**src/rtl/rr_packet_arbiter_if.sv**
```systemverilog
// Bundle of the source-side and sink-side ready/valid signals shared by the
// round-robin packet arbiter. "master" is the environment that owns the
// sources and the sink; "slave" is the arbiter itself.
interface rr_packet_arbiter_if #(
    parameter int N = 4,
    parameter int W = 8
);
    localparam int LW = $clog2(N);

    logic [N-1:0]   in_valid;
    logic [N-1:0]   in_ready;
    logic [N*W-1:0] in_bits;
    logic [N-1:0]   in_last;
    logic           out_valid;
    logic           out_ready;
    logic [W-1:0]   out_bits;
    logic           out_last;
    logic [LW-1:0]  out_chosen;
    logic           out_locked;
    logic           err_overrun;

    modport master (
        output in_valid, in_bits, in_last, out_ready,
        input  in_ready, out_valid, out_bits, out_last, out_chosen,
               out_locked, err_overrun
    );

    modport slave (
        input  in_valid, in_bits, in_last, out_ready,
        output in_ready, out_valid, out_bits, out_last, out_chosen,
               out_locked, err_overrun
    );
endinterface

```
**src/rtl/rr_packet_arbiter.sv**
```systemverilog
// Round-robin arbiter sharing one ready/valid sink between N packet sources.
// The grant locks to a source after its first beat and stays until its last
// beat, or until a beat counter forces release after MAX_BEATS beats.
// The datapath is purely combinational; only the arbitration state is stored.
module rr_packet_arbiter #(
    parameter int N         = 4,
    parameter int W         = 8,
    parameter int MAX_BEATS = 16
) (
    input  logic               clk,
    input  logic               reset,
    rr_packet_arbiter_if.slave bus
);
    localparam int LW = $clog2(N);
    localparam int CW = $clog2(MAX_BEATS);

    typedef enum logic {
        S_IDLE   = 1'b0,
        S_LOCKED = 1'b1
    } state_t;

    state_t          r_state;
    state_t          w_stateNext;
    logic [LW-1:0]   r_lastGrant;
    logic [LW-1:0]   w_lastGrantNext;
    logic [LW-1:0]   r_lockId;
    logic [LW-1:0]   w_lockIdNext;
    logic [CW-1:0]   r_beatCnt;
    logic [CW-1:0]   w_beatCntNext;
    logic            r_errOverrun;
    logic            w_errNext;
    logic [LW-1:0]   w_rrPick;
    logic [LW-1:0]   w_choose;
    logic            w_fire;

    // Round-robin pick: first valid source above last_grant, else wrap to the
    // lowest valid source; with nobody valid the pick parks on N-1.
    always_comb begin
        logic found;
        found    = 1'b0;
        w_rrPick = LW'(N - 1);
        for (int i = 0; i < N; i++) begin
            if (!found && bus.in_valid[i] && (LW'(i) > r_lastGrant)) begin
                w_rrPick = LW'(i);
                found    = 1'b1;
            end
        end
        for (int i = 0; i < N; i++) begin
            if (!found && bus.in_valid[i]) begin
                w_rrPick = LW'(i);
                found    = 1'b1;
            end
        end
    end

    assign w_choose = (r_state == S_LOCKED) ? r_lockId : w_rrPick;

    // Zero-latency mux from the chosen source to the sink, and ready fan-out
    // back to the chosen source only.
    always_comb begin
        bus.out_valid = 1'b0;
        bus.out_last  = 1'b0;
        bus.out_bits  = '0;
        bus.in_ready  = '0;
        for (int i = 0; i < N; i++) begin
            if (LW'(i) == w_choose) begin
                bus.out_valid   = bus.in_valid[i];
                bus.out_last    = bus.in_last[i];
                bus.out_bits    = bus.in_bits[i*W +: W];
                bus.in_ready[i] = bus.out_ready;
            end
        end
    end

    assign w_fire          = bus.out_valid & bus.out_ready;
    assign bus.out_chosen  = w_choose;
    assign bus.out_locked  = (r_state == S_LOCKED);
    assign bus.err_overrun = r_errOverrun;

    // Lock/release decisions; last_grant only moves when a packet ends.
    always_comb begin
        w_stateNext     = r_state;
        w_lastGrantNext = r_lastGrant;
        w_lockIdNext    = r_lockId;
        w_beatCntNext   = r_beatCnt;
        w_errNext       = 1'b0;
        case (r_state)
            S_IDLE: begin
                if (w_fire) begin
                    if (bus.out_last) begin
                        w_lastGrantNext = w_choose;
                    end else begin
                        w_stateNext   = S_LOCKED;
                        w_lockIdNext  = w_choose;
                        w_beatCntNext = CW'(1);
                    end
                end
            end
            S_LOCKED: begin
                if (w_fire) begin
                    if (bus.out_last) begin
                        w_stateNext     = S_IDLE;
                        w_lastGrantNext = r_lockId;
                        w_beatCntNext   = '0;
                    end else if (r_beatCnt == CW'(MAX_BEATS - 1)) begin
                        w_stateNext     = S_IDLE;
                        w_lastGrantNext = r_lockId;
                        w_beatCntNext   = '0;
                        w_errNext       = 1'b1;
                    end else begin
                        w_beatCntNext = r_beatCnt + CW'(1);
                    end
                end
            end
            default: begin
                w_stateNext = S_IDLE;
            end
        endcase
    end

    // Arbitration state register with synchronous reset.
    always_ff @(posedge clk) begin
        if (reset) begin
            r_state      <= S_IDLE;
            r_lastGrant  <= '0;
            r_lockId     <= '0;
            r_beatCnt    <= '0;
            r_errOverrun <= 1'b0;
        end else begin
            r_state      <= w_stateNext;
            r_lastGrant  <= w_lastGrantNext;
            r_lockId     <= w_lockIdNext;
            r_beatCnt    <= w_beatCntNext;
            r_errOverrun <= w_errNext;
        end
    end
endmodule
```
**src/flat_wrapper.sv**
```systemverilog
// flat-port wrapper written by rule: the top's interface ports become plain ports
module rr_packet_arbiter_flat 
#(
    parameter int N         = 4,
    parameter int W         = 8,
    parameter int MAX_BEATS = 16
)
  (clk, reset, bus_in_valid, bus_in_bits, bus_in_last, bus_out_ready, bus_in_ready, bus_out_valid, bus_out_bits, bus_out_last, bus_out_chosen, bus_out_locked, bus_err_overrun);
  rr_packet_arbiter_if #(.N(N), .W(W)) bus_i ();
  input  logic clk;
  input  logic reset;
  input wire logic [$bits(bus_i.in_valid)-1:0] bus_in_valid;
  input wire logic [$bits(bus_i.in_bits)-1:0] bus_in_bits;
  input wire logic [$bits(bus_i.in_last)-1:0] bus_in_last;
  input wire logic [$bits(bus_i.out_ready)-1:0] bus_out_ready;
  output wire logic [$bits(bus_i.in_ready)-1:0] bus_in_ready;
  output wire logic [$bits(bus_i.out_valid)-1:0] bus_out_valid;
  output wire logic [$bits(bus_i.out_bits)-1:0] bus_out_bits;
  output wire logic [$bits(bus_i.out_last)-1:0] bus_out_last;
  output wire logic [$bits(bus_i.out_chosen)-1:0] bus_out_chosen;
  output wire logic [$bits(bus_i.out_locked)-1:0] bus_out_locked;
  output wire logic [$bits(bus_i.err_overrun)-1:0] bus_err_overrun;
  assign bus_i.in_valid = bus_in_valid;
  assign bus_i.in_bits = bus_in_bits;
  assign bus_i.in_last = bus_in_last;
  assign bus_i.out_ready = bus_out_ready;
  assign bus_in_ready = bus_i.in_ready;
  assign bus_out_valid = bus_i.out_valid;
  assign bus_out_bits = bus_i.out_bits;
  assign bus_out_last = bus_i.out_last;
  assign bus_out_chosen = bus_i.out_chosen;
  assign bus_out_locked = bus_i.out_locked;
  assign bus_err_overrun = bus_i.err_overrun;
  rr_packet_arbiter #(.N(N), .W(W), .MAX_BEATS(MAX_BEATS)) u_core (.clk(clk), .reset(reset), .bus(bus_i));
endmodule
```
**config.mk**
```make
export PLATFORM = sky130hd
export DESIGN_NAME = rr_packet_arbiter_flat
export DESIGN_NICKNAME = d
export VERILOG_FILES = /design/src/rtl/rr_packet_arbiter_if.sv /design/src/rtl/rr_packet_arbiter.sv /design/src/flat_wrapper.sv
export SDC_FILE = /design/constraint.sdc
export NUM_CORES = 1
export LEC_CHECK = 0
export BUFFER_PORTS_ARGS = -buffer_cell sky130_fd_sc_hd__buf_2
export CAP_MARGIN = 20
export CORE_MARGIN = 2
export CORE_UTILIZATION = 45
export DETAILED_ROUTE_END_ITERATION = 16
export PLACE_DENSITY_LB_ADDON = 0.05
export SYNTH_ARGS = -nofsm -noshare
export SYNTH_HDL_FRONTEND = slang
export SYNTH_SLANG_ARGS = --single-unit
```
**constraint.sdc**
```tcl
create_clock -name clk -period 6.2 [get_ports clk]
set_clock_uncertainty 0.1 [all_clocks]
set_input_delay 1.24 -clock clk [delete_from_list [all_inputs] [get_ports clk]]
set_output_delay 1.24 -clock clk [all_outputs]
set_load 0.005 [all_outputs]
```
# Word-level counts from Yosys, hierarchy flattened
# Cells that the tools add are included.
totals:
  regBits: 10
  wordCells: 97
  output_inout_bits: 18
  inputBits: 43
op_classes:
  n_mux: 51
  reduce_logical: 23
  magnitude_cmp: 4
  add_sub_neg: 1
  n_eq_ne: 9
  bitwise_logic: 4
op_table:
  columns: ["operator", "count"]
  rows:
  - ["$mux W8", 4]
  - ["$mux W2", 14]
  - ["$mux W1", 25]
  - ["$mux W4", 5]
  - ["$logic_and A1 B1 Y1", 11]
  - ["$pmux W4 S2", 1]
  - ["$logic_not A1 Y1", 7]
  - ["$ne A2 B2 Y1 const B", 3]
  - ["$reduce_and A3 Y1", 2]
  - ["$add A4 B1 Y4 const B", 1]
  - ["$eq A2 B2 Y1 const A", 2]
  - ["$eq A4 B4 Y1 const B", 1]
  - ["$gt A1 B2 Y1 const A", 2]
  - ["$gt A2 B2 Y1 const A", 2]
  - ["$pmux W2 S2", 1]
  - ["$reduce_and A4 Y1", 1]
  - ["$reduce_or A4 Y1", 1]
  - ["$ne A3 B3 Y1 const B", 1]
  - ["$not A1 Y1", 3]
  - ["$eq A1 B2 Y1 const A", 1]
  - ["$logic_not A2 Y1", 1]
  - ["$ne A2 B1 Y1 const B", 1]
  - ["$pmux W1 S2", 1]
  - ["$and A1 B1 Y1", 1]

# Logic depth before layout (Yosys ltp)
# Gate-level depths: netlist (run 1).
depth:
  depth_word: 36
  mapped_depth: 10

# Worst setup path after synthesis (run 1)
# OpenSTA, ideal clock, no wires.
synth_timing:
  kind: "input -> output"
  start: "in bus_in_valid[0]"
  end: "out bus_out_bits[0]"
  cell_stages: 9
  arrival_ps: 2890
  path_slack_ps: 1970
  cell_sequence: "or2_2 > a211o_1 > and3_1 > buf_6 > clkinv_2 > clkbuf_1 > buf_2 > nand2_1 > a31oi_1"
synth_via:
  elab_chain_len: 32
synth_rtl:
  columns: ["item", "line", "text"]
  rows:
  - ["from (decl)", "flat_wrapper.sv:12", "input wire logic [$bits(bus_i.in_valid)-1:0] bus_in_valid;"]
  - ["$logic_and A1 B1 Y1", "rr_packet_arbiter.sv:43", "if (!found && bus.in_valid[i] && (LW'(i) > r_lastGrant)) begin"]
  - ["$mux W1", "rr_packet_arbiter.sv:43", null]
  - ["$logic_not A1 Y1", "rr_packet_arbiter.sv:43", null]
  - ["$logic_and A1 B1 Y1 (2 in series)", "rr_packet_arbiter.sv:43", null]
  - ["$mux W1", "rr_packet_arbiter.sv:43", null]
  - ["$logic_not A1 Y1", "rr_packet_arbiter.sv:43", null]
  - ["$logic_and A1 B1 Y1 (2 in series)", "rr_packet_arbiter.sv:43", null]
  - ["$mux W1", "rr_packet_arbiter.sv:43", null]
  - ["[... 13 more ...]", null, null]
  - ["$logic_not A1 Y1", "rr_packet_arbiter.sv:49", "if (!found && bus.in_valid[i]) begin"]
  - ["$logic_and A1 B1 Y1", "rr_packet_arbiter.sv:49", null]
  - ["$mux W2 (*)", "rr_packet_arbiter.sv:49", null]
  - ["$mux W2 (*)", "rr_packet_arbiter.sv:56", "assign w_choose = (r_state == S_LOCKED) ? r_lockId : w_rrPick;"]
  - ["named net bus_out_chosen[1]", "flat_wrapper.sv:20", "output wire logic [$bits(bus_i.out_chosen)-1:0] bus_out_chosen;"]
  - ["$logic_not A2 Y1", "rr_packet_arbiter.sv:66", "if (LW'(i) == w_choose) begin"]
  - ["$mux W8 (3 in series)", "rr_packet_arbiter.sv:66", null]
  - ["$mux W8 (*)", "rr_packet_arbiter.sv:66", null]
  - ["to (decl)", "flat_wrapper.sv:18", "output wire logic [$bits(bus_i.out_bits)-1:0] bus_out_bits;"]
# Mark *: on every way through the listed nets, which the timed path passes. The rest lies on a longest branch.

# Final worst setup path (run 1)
layout_timing:
  start: "in bus_in_valid[1]"
  end: "out bus_out_valid"
layout_via:
  elab_chain_len: 29
layout_rtl:
  columns: ["item", "line", "text"]
  rows:
  - ["$logic_and A1 B1 Y1 (2 in series)", "rr_packet_arbiter.sv:43", null]
  - ["$mux W1", "rr_packet_arbiter.sv:43", null]
  - ["$logic_not A1 Y1", "rr_packet_arbiter.sv:43", null]
  - ["$logic_and A1 B1 Y1 (2 in series)", "rr_packet_arbiter.sv:43", null]
  - ["$mux W1", "rr_packet_arbiter.sv:43", null]
  - ["$logic_not A1 Y1", "rr_packet_arbiter.sv:43", null]
  - ["$logic_and A1 B1 Y1 (2 in series)", "rr_packet_arbiter.sv:43", null]
  - ["$mux W1", "rr_packet_arbiter.sv:43", null]
  - ["[... 8 more ...]", null, null]
  - ["$mux W1", "rr_packet_arbiter.sv:49", null]
  - ["$logic_not A1 Y1", "rr_packet_arbiter.sv:49", null]
  - ["$logic_and A1 B1 Y1", "rr_packet_arbiter.sv:49", null]
  - ["$mux W2", "rr_packet_arbiter.sv:49", null]
  - ["$mux W2", "rr_packet_arbiter.sv:56", null]
  - ["$logic_not A2 Y1", "rr_packet_arbiter.sv:66", null]
  - ["$mux W1 (3 in series)", "rr_packet_arbiter.sv:66", null]
  - ["$mux W1 (*)", "rr_packet_arbiter.sv:66", null]
  - ["to (decl)", "flat_wrapper.sv:17", "output wire logic [$bits(bus_i.out_valid)-1:0] bus_out_valid;"]
# Mark *: on every way between the ends. The rest lies on a longest branch, timed or not.

==> results of run 1 <==
-- worst register-to-register path: stages, from the launching register on --
cell	delay, ns
dfxtp_1	0.61
a211o_1	0.21
and3_1	0.68
clkinv_2	0.44
mux2i_1	0.25
o22a_2	0.29
or3_1	0.37
a21oi_1	0.13
-- state kept, by name, indices dropped and copies added (netlist names) --
signal and flops:
u_core.r_lockId 2, u_core.r_lastGrant 2, u_core.bus.err_overrun 1, u_core.bus.out_locked 1
u_core.r_beatCnt 4
-- layer usage --
metal,track usage,share of wire
met5,0,0
met1,0.278,0.41
met4,0.0586,0.015
met3,0.0595,0.073
met2,0.439,0.50
-- layout by cell type (no fill, tap or decap), drive strengths merged, types with 4 or more instances in the layout --
master and n:
a21oi 7, and3 9, clkbuf 4, o21ai 4, dfxtp 10, mux2i 4
buf 60, nand3 4, a31oi 10, nand4 6, inv 7, nand2 39
nor2 8
-- path summary, 6_finish.rpt --
path,from,endpoint,slack [ns]
min,u_core.r_beatCnt[3],u_core.bus.err_overrun,0.43
max,bus_in_valid[1],bus_out_valid,1.30
max reg2reg,u_core.bus.out_locked,u_core.r_lastGrant[0],3.05
min reg2reg,u_core.r_beatCnt[3],u_core.bus.err_overrun,0.43
-- layout make-up --
class                      count  area share
multi-input combinational    121       0.532
sequential                    10       0.156
inverter                       8      0.0243
clock buffer                   4      0.0282
timing repair buffer          60       0.233
tap                           27      0.0263
-- through the flow --
step | hold WS (ns) | utilization
after floorplan | 0.360 | -
after global placement | 0.404 | 0.624
after detailed placement | 0.409 | 0.624
after CTS | 0.421 | 0.643
after global routing | 0.449 | 0.643
final | 0.425 | 0.643
-- cells in the mapped netlist --
master,instances,area share
o32ai_1,2,0.018
o22ai_2,1,0.013
a211o_1,2,0.018
or2_2,1,0.0065
a311oi_1,1,0.0091
o21ai_0,3,0.016
nand3_1,4,0.021
o31ai_1,1,0.0078
dfxtp_1,10,0.21
nand4_1,6,0.039
ha_1,1,0.013
mux2i_1,4,0.041
a21o_1,1,0.0078
a21boi_0,2,0.016
nor4b_1,1,0.0091
and3_1,9,0.058
o211ai_1,2,0.016
nand2_1,39,0.15
o22a_2,1,0.010
nand2b_1,3,0.019
clkbuf_1,6,0.023
nor2b_1,1,0.0065
a211oi_1,3,0.023
nor3_1,2,0.010
nor2_1,8,0.031
or3_1,2,0.013
a21oi_1,7,0.036
buf_4,1,0.0078
a41o_1,1,0.010
clkinv_2,1,0.0052
buf_6,1,0.012
o221ai_1,1,0.0091
o21ai_1,1,0.0052
inv_1,7,0.027
buf_2,2,0.010
a31oi_1,10,0.065
or3b_1,1,0.0091
-- logic make-up after synthesis --
logic type | Yosys count
buf+inv | 18
mux | 4
flops | 10
simple gates | 77
compound gates | 39
fa+ha+maj | 1
-- power by group through the flow --
stage	Sequential (uW)	Combinational [uW]	Clock [uW]
finish	89.7	271	58.2
global route	91.5	303	62.4
CTS	89.1	270	59.4
detailed placement	90.4	268	0
global placement	89.9	262	0
floorplan	83.1	192	0
==> flow_metrics.env, run 1 <==
export IMPL_status="finished, final reports clean"
export IMPL_final_nets=248
export IMPL_postCtsHoldBufs=0
export IMPL_report_final_slew_viol_count=0
export IMPL_seq_area_frac_synth=0.207
export IMPL_die_area_um2=2540
export IMPL_fin_cells=230
export IMPL_stdcell_area_um2=1290
export IMPL_cp_max_fo=23
export IMPL_crit_type="in -> out"
export IMPL_fmax_mhz=204
export IMPL_clk_latency_ns=0.27
export IMPL_synthSimpleGateAreaFrac=0.374
export IMPL_seq_power_share=0.214
export IMPL_clockBufferDepth=2
export IMPL_cts_num_sinks=10
export IMPL_min_path_cells=2
export IMPL_tritoncts="yes"
export IMPL_dpl_hpwl_um=2370
export IMPL_dpl_cell_area_um2=1250
export IMPL_grt_pass1_wl_um=4810
export IMPL_cts_resized=0
export IMPL_power_density_nw_per_um2=325
export IMPL_syn_cell_area_um2=967
export IMPL_hold_violations=0
export IMPL_synth_seq_cells=10
export IMPL_synth_xor_area_frac=0
export IMPL_root_buffer="clkbuf_4"
export IMPL_cp_slowest_stage_delay_ns=0.68
export IMPL_num_rows=16
export IMPL_leakage_uw=0.000659
export IMPL_cp_num_buf_inv=3
export IMPL_die_y_um=50.4
export IMPL_tightest_slew_ns=0.782
export IMPL_die_w_um=50.4
export IMPL_syn_to_final_growth_pct=33.0
export IMPL_postCtsSetupBuffers=0
export IMPL_synth_compound_area_frac=0.279
export IMPL_first_pass_iters=4
export IMPL_postSynthAreaPerCell_um2=6.49
export IMPL_overflow=0
export IMPL_p_int_uw=221
export IMPL_start_util=0.483
export IMPL_track_usage=0.240
export IMPL_antenna_found_initial=0
export IMPL_critPathArrivalTime_ns=3.56
export IMPL_synth_cell_types=37
export IMPL_synth_top_family_by_area="simple AND/OR/NAND/NOR gates"
export IMPL_multi_input_area_um2=684
export IMPL_numCtsBuffers=3
export IMPL_switchingPower_uw=198
export IMPL_path_cells="buf_2, nor2b_1, a211o_1, and3_1, clkinv_2, mux2i_1, mux2i_1, buf_2"
export IMPL_dr_first_iter_drc_count=27
export IMPL_fin_crit_ns=4.90
export IMPL_place_inst=226
export IMPL_holdCritPathClass="reg -> reg"
export IMPL_dp_slack_ns=1.34
export IMPL_grt_pass1_vias=1162
export IMPL_drc=0
export IMPL_wl_per_cell_um=13.0
export IMPL_setup_viol_count_final=0
export IMPL_drv_cap=0
export IMPL_grt_max_degree=24
export IMPL_critPathLaunchType="input pin"
export IMPL_synth_cells=149
export IMPL_cp_top_family="simple AND/OR/NAND/NOR gates"
export IMPL_antenna_cells=0
export IMPL_yosys_warnings=0
export IMPL_nFillCells=202
export IMPL_seq_area_um2=200
export IMPL_drive_gt1_frac=0.335
export IMPL_cp_slowest_cell="and3_1"
export IMPL_synth_nets=193
export IMPL_peakVddDrop_v=0.000248
export IMPL_core_um2=2000
export IMPL_path_clk_slew_ns=0.07
export IMPL_num_vias=1325
export IMPL_clockPowerShare=0.139
export IMPL_vias_per_cell=5.76
export IMPL_pwr_share_comb=0.647
export IMPL_synth_fa_ha_area_frac=0.0129
export IMPL_antenna_left=0
export IMPL_r2r_cells=7
export IMPL_rsz0062_at_grt="false"
export IMPL_sw_frac_of_total=0.473
export IMPL_num_io_pins=61
export IMPL_finalSetupTns_ns=0
export IMPL_numPortBuffers=60
export IMPL_end_kind="primary output"
export IMPL_ctsHtreeMaxLevel=1
export IMPL_total_power_uw=419
export IMPL_final_period_utilization=0.791
export IMPL_required_ns=4.86
export IMPL_setup_ws_ns=1.30
export IMPL_synthMuxAreaShare=0.0414
export IMPL_max_slew_margin=0.478
export IMPL_gp_congestion=0.834
export IMPL_routed_wl_um=2990
export IMPL_cp_num_cells=8
No activity file was read; power rests on OpenSTA's default activity.
==> inputs of run 2 (changes only) <==
ABC_AREA = 1   (was default)
CORE_UTILIZATION = 43   (was 45)
clock period = 4.9 ns   (was 6.2 ns; I/O delays follow)
==> run 2 against run 1 <==
  * Utilization shrank 2.8 points
  * Clock-buffer cell count shrank 1
  * Setup slack worse by 0.26 ns
  * Largest power group unchanged
  * Sequential share of layout area down 0.98 points
  * Critical path depth is 3 higher
  * Sequential power is 35% higher
  * Worst hold slack worse by 0.034 ns
  * Critical endpoint is now bus_out_bits[5]
  * Final area up 6.7%
  * Largest cell class unchanged
  * Non-clock buffer count is the same
  * Total power is 82% higher
  * Synthesized area is 6.9% higher
==> flow_metrics.env, run 2 <==
export IMPL_drc=0
export IMPL_tightest_slew_ns=0.490
export IMPL_largest_reg_flops=4
export IMPL_final_period_utilization=0.788
export IMPL_clockBufferDepth=2
export IMPL_num_rows=17
export IMPL_async_flop_share=0
export IMPL_whs_ns=0.391
export IMPL_dpl_cell_area_um2=1350
export IMPL_final_common_cell="buf_2"
export IMPL_grt_pass1_vias=1185
export IMPL_place_inst=248
export IMPL_required_ns=3.82
export IMPL_cp_max_fo=20
export IMPL_cts_num_sinks=10
export IMPL_fmax_mhz=259
export IMPL_yosys_warnings=0
export IMPL_postCtsHoldBufs=0
export IMPL_routed_wl_um=3030
export IMPL_reg2reg_slack_ns=2.58
export IMPL_synth_cell_types=28
export IMPL_hold_violations=0
export IMPL_max_slew_margin=0.672
export IMPL_first_pass_iters=5
export IMPL_fin_crit_ns=3.86
export IMPL_cp_num_buf_inv=2
export IMPL_switchingPower_uw=416
export IMPL_finalSetupTns_ns=0
export IMPL_clk_latency_ns=0.26
export IMPL_overflow=0
export IMPL_drv_cap=0
export IMPL_final_nets=269
export IMPL_cp_top_family="simple AND/OR/NAND/NOR gates"
export IMPL_fin_cells=251
export IMPL_r2r_start="u_core.r_lastGrant[1]"
export IMPL_grt_max_degree=21
export IMPL_end_kind="primary output"
export IMPL_synthTopCellsByCount="nand2_1, nor2_1, nand3_1"
export IMPL_holdCritPathClass="reg -> reg"
export IMPL_critPathLaunchType="input pin"
export IMPL_path_clk_slew_ns=0.06
export IMPL_peakVddDrop_v=0.000406
export IMPL_cp_slowest_cell="nor2_1"
export IMPL_regMostFlops="u_core.r_beatCnt"
export IMPL_min_to="u_core.r_beatCnt[1]"
export IMPL_synth_cells=163
export IMPL_sw_frac_of_total=0.547
export IMPL_r2r_cells=15
export IMPL_synth_nets=207
export IMPL_dpl_hpwl_um=2490
export IMPL_reg_top3="u_core.r_beatCnt (4), u_core.r_lastGrant (2), u_core.r_lockId (2)"
export IMPL_wl_per_cell_um=12.1
export IMPL_synthTopCellsByArea="dfxtp_1, nand2_1, nand3_1, nand4_1, nor2_1"
export IMPL_synth_seq_cells=10
export IMPL_num_vias=1297
export IMPL_p_int_uw=345
export IMPL_synth_edf_count=0
export IMPL_seq_power_share=0.159
export IMPL_rsz0062_at_grt="false"
export IMPL_track_usage=0.226
export IMPL_path_cells="buf_2, nand2_1, nand3_1, nor2_2, nand3_1, nand3_2, nand2_2, nor2_1, nand2_1, nand4_1, buf_2"
export IMPL_min_path_cells=2
export IMPL_syn_to_final_growth_pct=32.8
export IMPL_clockPowerShare=0.072
export IMPL_cts_resized=0
export IMPL_die_w_um=53.0
export IMPL_ctsHtreeMaxLevel=1
export IMPL_postCtsSetupBuffers=0
export IMPL_tritoncts="yes"
export IMPL_postSynthAreaPerCell_um2=6.34
export IMPL_pwr_share_comb=0.770
export IMPL_report_final_slew_viol_count=0
export IMPL_core_um2=2230
export IMPL_synth_top_area_cell="dfxtp_1"
export IMPL_stdcell_area_um2=1370
export IMPL_die_y_um=53.0
export IMPL_start_util=0.463
export IMPL_hp_start="u_core.r_beatCnt[1]"
export IMPL_total_power_uw=761
export IMPL_leakage_uw=0.000698
export IMPL_status="finished, final reports clean"
export IMPL_num_io_pins=61
export IMPL_gp_congestion=0.850
export IMPL_power_density_nw_per_um2=554
export IMPL_critPathArrivalTime_ns=2.78
export IMPL_crit_type="in -> out"
export IMPL_drive_gt1_frac=0.417
export IMPL_antenna_found_initial=0
export IMPL_synth_most_common_cell="nand2_1"
export IMPL_setup_viol_count_final=0
export IMPL_root_buffer="clkbuf_4"
export IMPL_layout_common_cells="buf_2, nand2_1, nor2_1, nand3_1, nand4_1"
export IMPL_seq_area_frac_synth=0.194
export IMPL_syn_cell_area_um2=1030
export IMPL_grt_pass1_wl_um=4770
export IMPL_vias_per_cell=5.17
export IMPL_dr_first_iter_drc_count=27
export IMPL_cp_slowest_stage_delay_ns=0.49
export IMPL_synth_ff_type="dfxtp_1"
export IMPL_numPortBuffers=60
export IMPL_antenna_cells=0
export IMPL_antenna_left=0
export IMPL_numCtsBuffers=3
export IMPL_die_area_um2=2810
export IMPL_synth_top_area_frac=0.194
export IMPL_r2r_end="u_core.r_beatCnt[0]"
run 2: changes by cell type in the layout (fill, tap and decap cells not counted), moves of 4 or more:
cell,previous run,this run
a31oi_1,10,1
nand2_1,39,51
nand2_2,0,7
nand4_1,6,12
mux2i_1,4,0
nand3_2,0,5
nor2_1,8,17
nand3_1,4,15
and3_1,9,0
run 2: cell families after synthesis:
family / Yosys count / share of synthesized area
compound gates: 12 / 0.0811
xor+xnor: 2 / 0.0170
buf+inv: 16 / 0.0666
flops: 10 / 0.194
simple gates: 122 / 0.630
fa+ha+maj: 1 / 0.0121
run 2: how the worst max path moves through the flow:
stage	from	endpoint	cells after the start
3_3_place_gp	bus_in_valid[3]	bus_out_bits[7]	11
6_report	bus_in_valid[2]	bus_out_bits[5]	11
5_1_grt	bus_in_valid[3]	bus_out_bits[4]	11
4_1_cts	bus_in_valid[2]	bus_out_bits[5]	11
3_5_place_dp	bus_in_valid[2]	bus_out_bits[5]	11
2_1_floorplan	bus_in_valid[3]	bus_out_bits[0]	10
run 2: worst min-delay path, delay by kind of cell (launching register included):
kind | cells | cell delay (ns)
flip-flops | 1 | 0.32
AND/OR/NAND/NOR | 1 | 0.07
AO/OA/AOI/OAI | 1 | 0.06
run 2: metrics by stage:
| step | worst slack [ns] | utilization |
|---|---|---|
| final | 1.04 | 0.615 |
| after global routing | 0.839 | 0.615 |
| after CTS | 1.10 | 0.615 |
| after detailed placement | 1.10 | 0.604 |
| after global placement | 1.15 | 0.604 |
| after floorplan | 1.72 | - |
run 2: layout make-up:
cell class,instances,area [um2]
inverter,13,50.0
sequential,10,200
clock buffer,3,22.5
fill,229,861
tap,28,35.0
timing repair buffer,60,300
multi-input combinational,137,764
run 2: power groups by stage:
stage | Clock [uW] | Combinational [uW] | Sequential, uW
after floorplan | 0 | 428 | 118
after global placement | 0 | 577 | 121
after detailed placement | 0 | 588 | 122
after CTS | 56.0 | 589 | 121
after global routing | 59.0 | 658 | 124
final | 54.6 | 586 | 121
run 2: metal layers:
layer | global-route usage | vias up | part of all wire
li1 | - | 663 | -
met1 | 0.252 | 582 | 0.40
met2 | 0.425 | 44 | 0.51
met3 | 0.0169 | 8 | 0.067
met4 | 0.111 | 0 | 0.023
met5 | 0 | - | 0
==> inputs of run 3 (changes only) <==
clock period = 3.7 ns   (was 4.9 ns; I/O delays follow)
==> run 3 against run 2 <==
  * Routed wire length decreased by 1.9%
  * Final cell count increased by 0.80%
  * Global-route usage decreased by 0.64 points
  * Final area increased by 1.1%
  * Die area unchanged
  * Clock-buffer cell count unchanged
  * Via count decreased by 0.85%
  * Sequential power increased by 31%
  * Critical path type unchanged
  * Critical endpoint is now bus_out_bits[7]
  * Highest routed layer unchanged
==> flow_metrics.env, run 3 (synthesis gave the netlist of run 2 again) <==
export IMPL_leakage_uw=0.000707
export IMPL_grt_pass1_vias=1112
export IMPL_drv_cap=0
export IMPL_final_period_utilization=0.883
export IMPL_core_um2=2230
export IMPL_first_pass_iters=4
export IMPL_fmax_mhz=306
export IMPL_power_density_nw_per_um2=740
export IMPL_postCtsHoldBufs=0
export IMPL_root_buffer="clkbuf_4"
export IMPL_dpl_cell_area_um2=1370
export IMPL_max_slew_margin=0.637
export IMPL_clockBufferDepth=2
export IMPL_path_clk_slew_ns=0.06
export IMPL_die_area_um2=2810
export IMPL_start_util=0.463
export IMPL_regMostFlops="u_core.r_beatCnt"
export IMPL_dr_first_iter_drc_count=16
export IMPL_drc=0
export IMPL_reg_top3="u_core.r_beatCnt (4), u_core.r_lastGrant (2), u_core.r_lockId (2)"
export IMPL_required_ns=2.86
export IMPL_fin_cells=253
export IMPL_antenna_cells=0
export IMPL_die_w_um=53.0
export IMPL_ctsHtreeMaxLevel=1
export IMPL_holdCritPathClass="reg -> reg"
export IMPL_numCtsBuffers=3
export IMPL_dpl_hpwl_um=2460
export IMPL_cts_resized=0
export IMPL_num_io_pins=61
export IMPL_grt_max_degree=16
export IMPL_place_inst=250
export IMPL_syn_to_final_growth_pct=34.3
export IMPL_final_common_cell="buf_2"
export IMPL_clk_latency_ns=0.26
export IMPL_critPathLaunchType="input pin"
export IMPL_finalSetupTns_ns=0
export IMPL_overflow=0
export IMPL_fin_crit_ns=3.27
export IMPL_layout_common_cells="buf_2, nand2_1, nor2_1, nand3_1, nand4_1"
export IMPL_end_kind="primary output"
export IMPL_routed_wl_um=2980
export IMPL_vias_per_cell=5.08
export IMPL_setup_viol_count_final=0
export IMPL_antenna_left=0
export IMPL_critPathArrivalTime_ns=2.43
export IMPL_fin_util=0.621
export IMPL_cp_max_fo=15
export IMPL_wl_per_cell_um=11.8
export IMPL_crit_type="in -> out"
export IMPL_num_vias=1286
export IMPL_tightest_slew_ns=0.542
export IMPL_hold_violations=0
export IMPL_cts_num_sinks=10
export IMPL_drive_gt1_frac=0.422
export IMPL_peakVddDrop_v=0.000562
export IMPL_numPortBuffers=60
export IMPL_nFillCells=208
export IMPL_antenna_found_initial=0
export IMPL_largest_reg_flops=4
export IMPL_status="finished, final reports clean"
export IMPL_gp_congestion=0.884
export IMPL_postCtsSetupBuffers=0
export IMPL_tritoncts="yes"
export IMPL_final_nets=271
export IMPL_num_rows=17
export IMPL_rsz0062_at_grt="false"
export IMPL_grt_pass1_wl_um=4580
export IMPL_stdcell_area_um2=1390
export IMPL_track_usage=0.220
export IMPL_die_y_um=53.0
export IMPL_report_final_slew_viol_count=0
## run 3: power breakdown
group | switching, uW | internal [uW] | total (uW) | leakage (uW)
registers | 24.7 | 134 | 159 | 0.0000814
logic | 494 | 302 | 796 | 0.000612
clock network | 34.4 | 37.5 | 71.8 | 0.0000138
total | 553 | 473 | 1030 | 0.000707
## run 3: critical path: stages
cell	delay, ns
buf_2	0.12
nand2_1	0.10
nand3_1	0.09
nor2_2	0.11
nand3_1	0.09
nand3_2	0.10
nand2_2	0.20
nor2_1	0.49
nand2_1	0.12
nand4_1	0.13
buf_2	0.12
## run 3: final cells by class
class,instances,area [um2],area share
well taps,28,35.0,0.0252
clock buffers,3,22.5,0.0162
flip-flops and latches,10,200,0.144
inverters,13,50.0,0.0361
multi-input cells,137,764,0.551
repair buffers,62,315,0.227
## run 3: final timing paths
path,start,end,slack (ns),cells past startpoint
min,u_core.r_lockId[0],u_core.r_lockId[0],0.39,2
max,bus_in_valid[2],bus_out_bits[7],0.43,11
min reg2reg,u_core.r_lockId[0],u_core.r_lockId[0],0.39,2
max reg2reg,u_core.r_lastGrant[1],u_core.r_beatCnt[0],1.41,16
## run 3: stage by stage
step,power (uW),hold slack [ns],setup WS (ns)
after detailed placement,959,0.373,0.443
final,1030,0.392,0.434
after CTS,1030,0.393,0.427
after global routing,1140,0.433,0.214
after global placement,943,0.367,0.555
after floorplan,723,0.352,1.00
## run 3: per-layer routing
layer | wire (um) | share of wire | track usage
met2 | 1500 | 0.51 | 0.417
met4 | 42 | 0.014 | 0.0940
met3 | 163 | 0.055 | 0.0141
met1 | 1270 | 0.43 | 0.249
met5 | 0 | 0 | 0
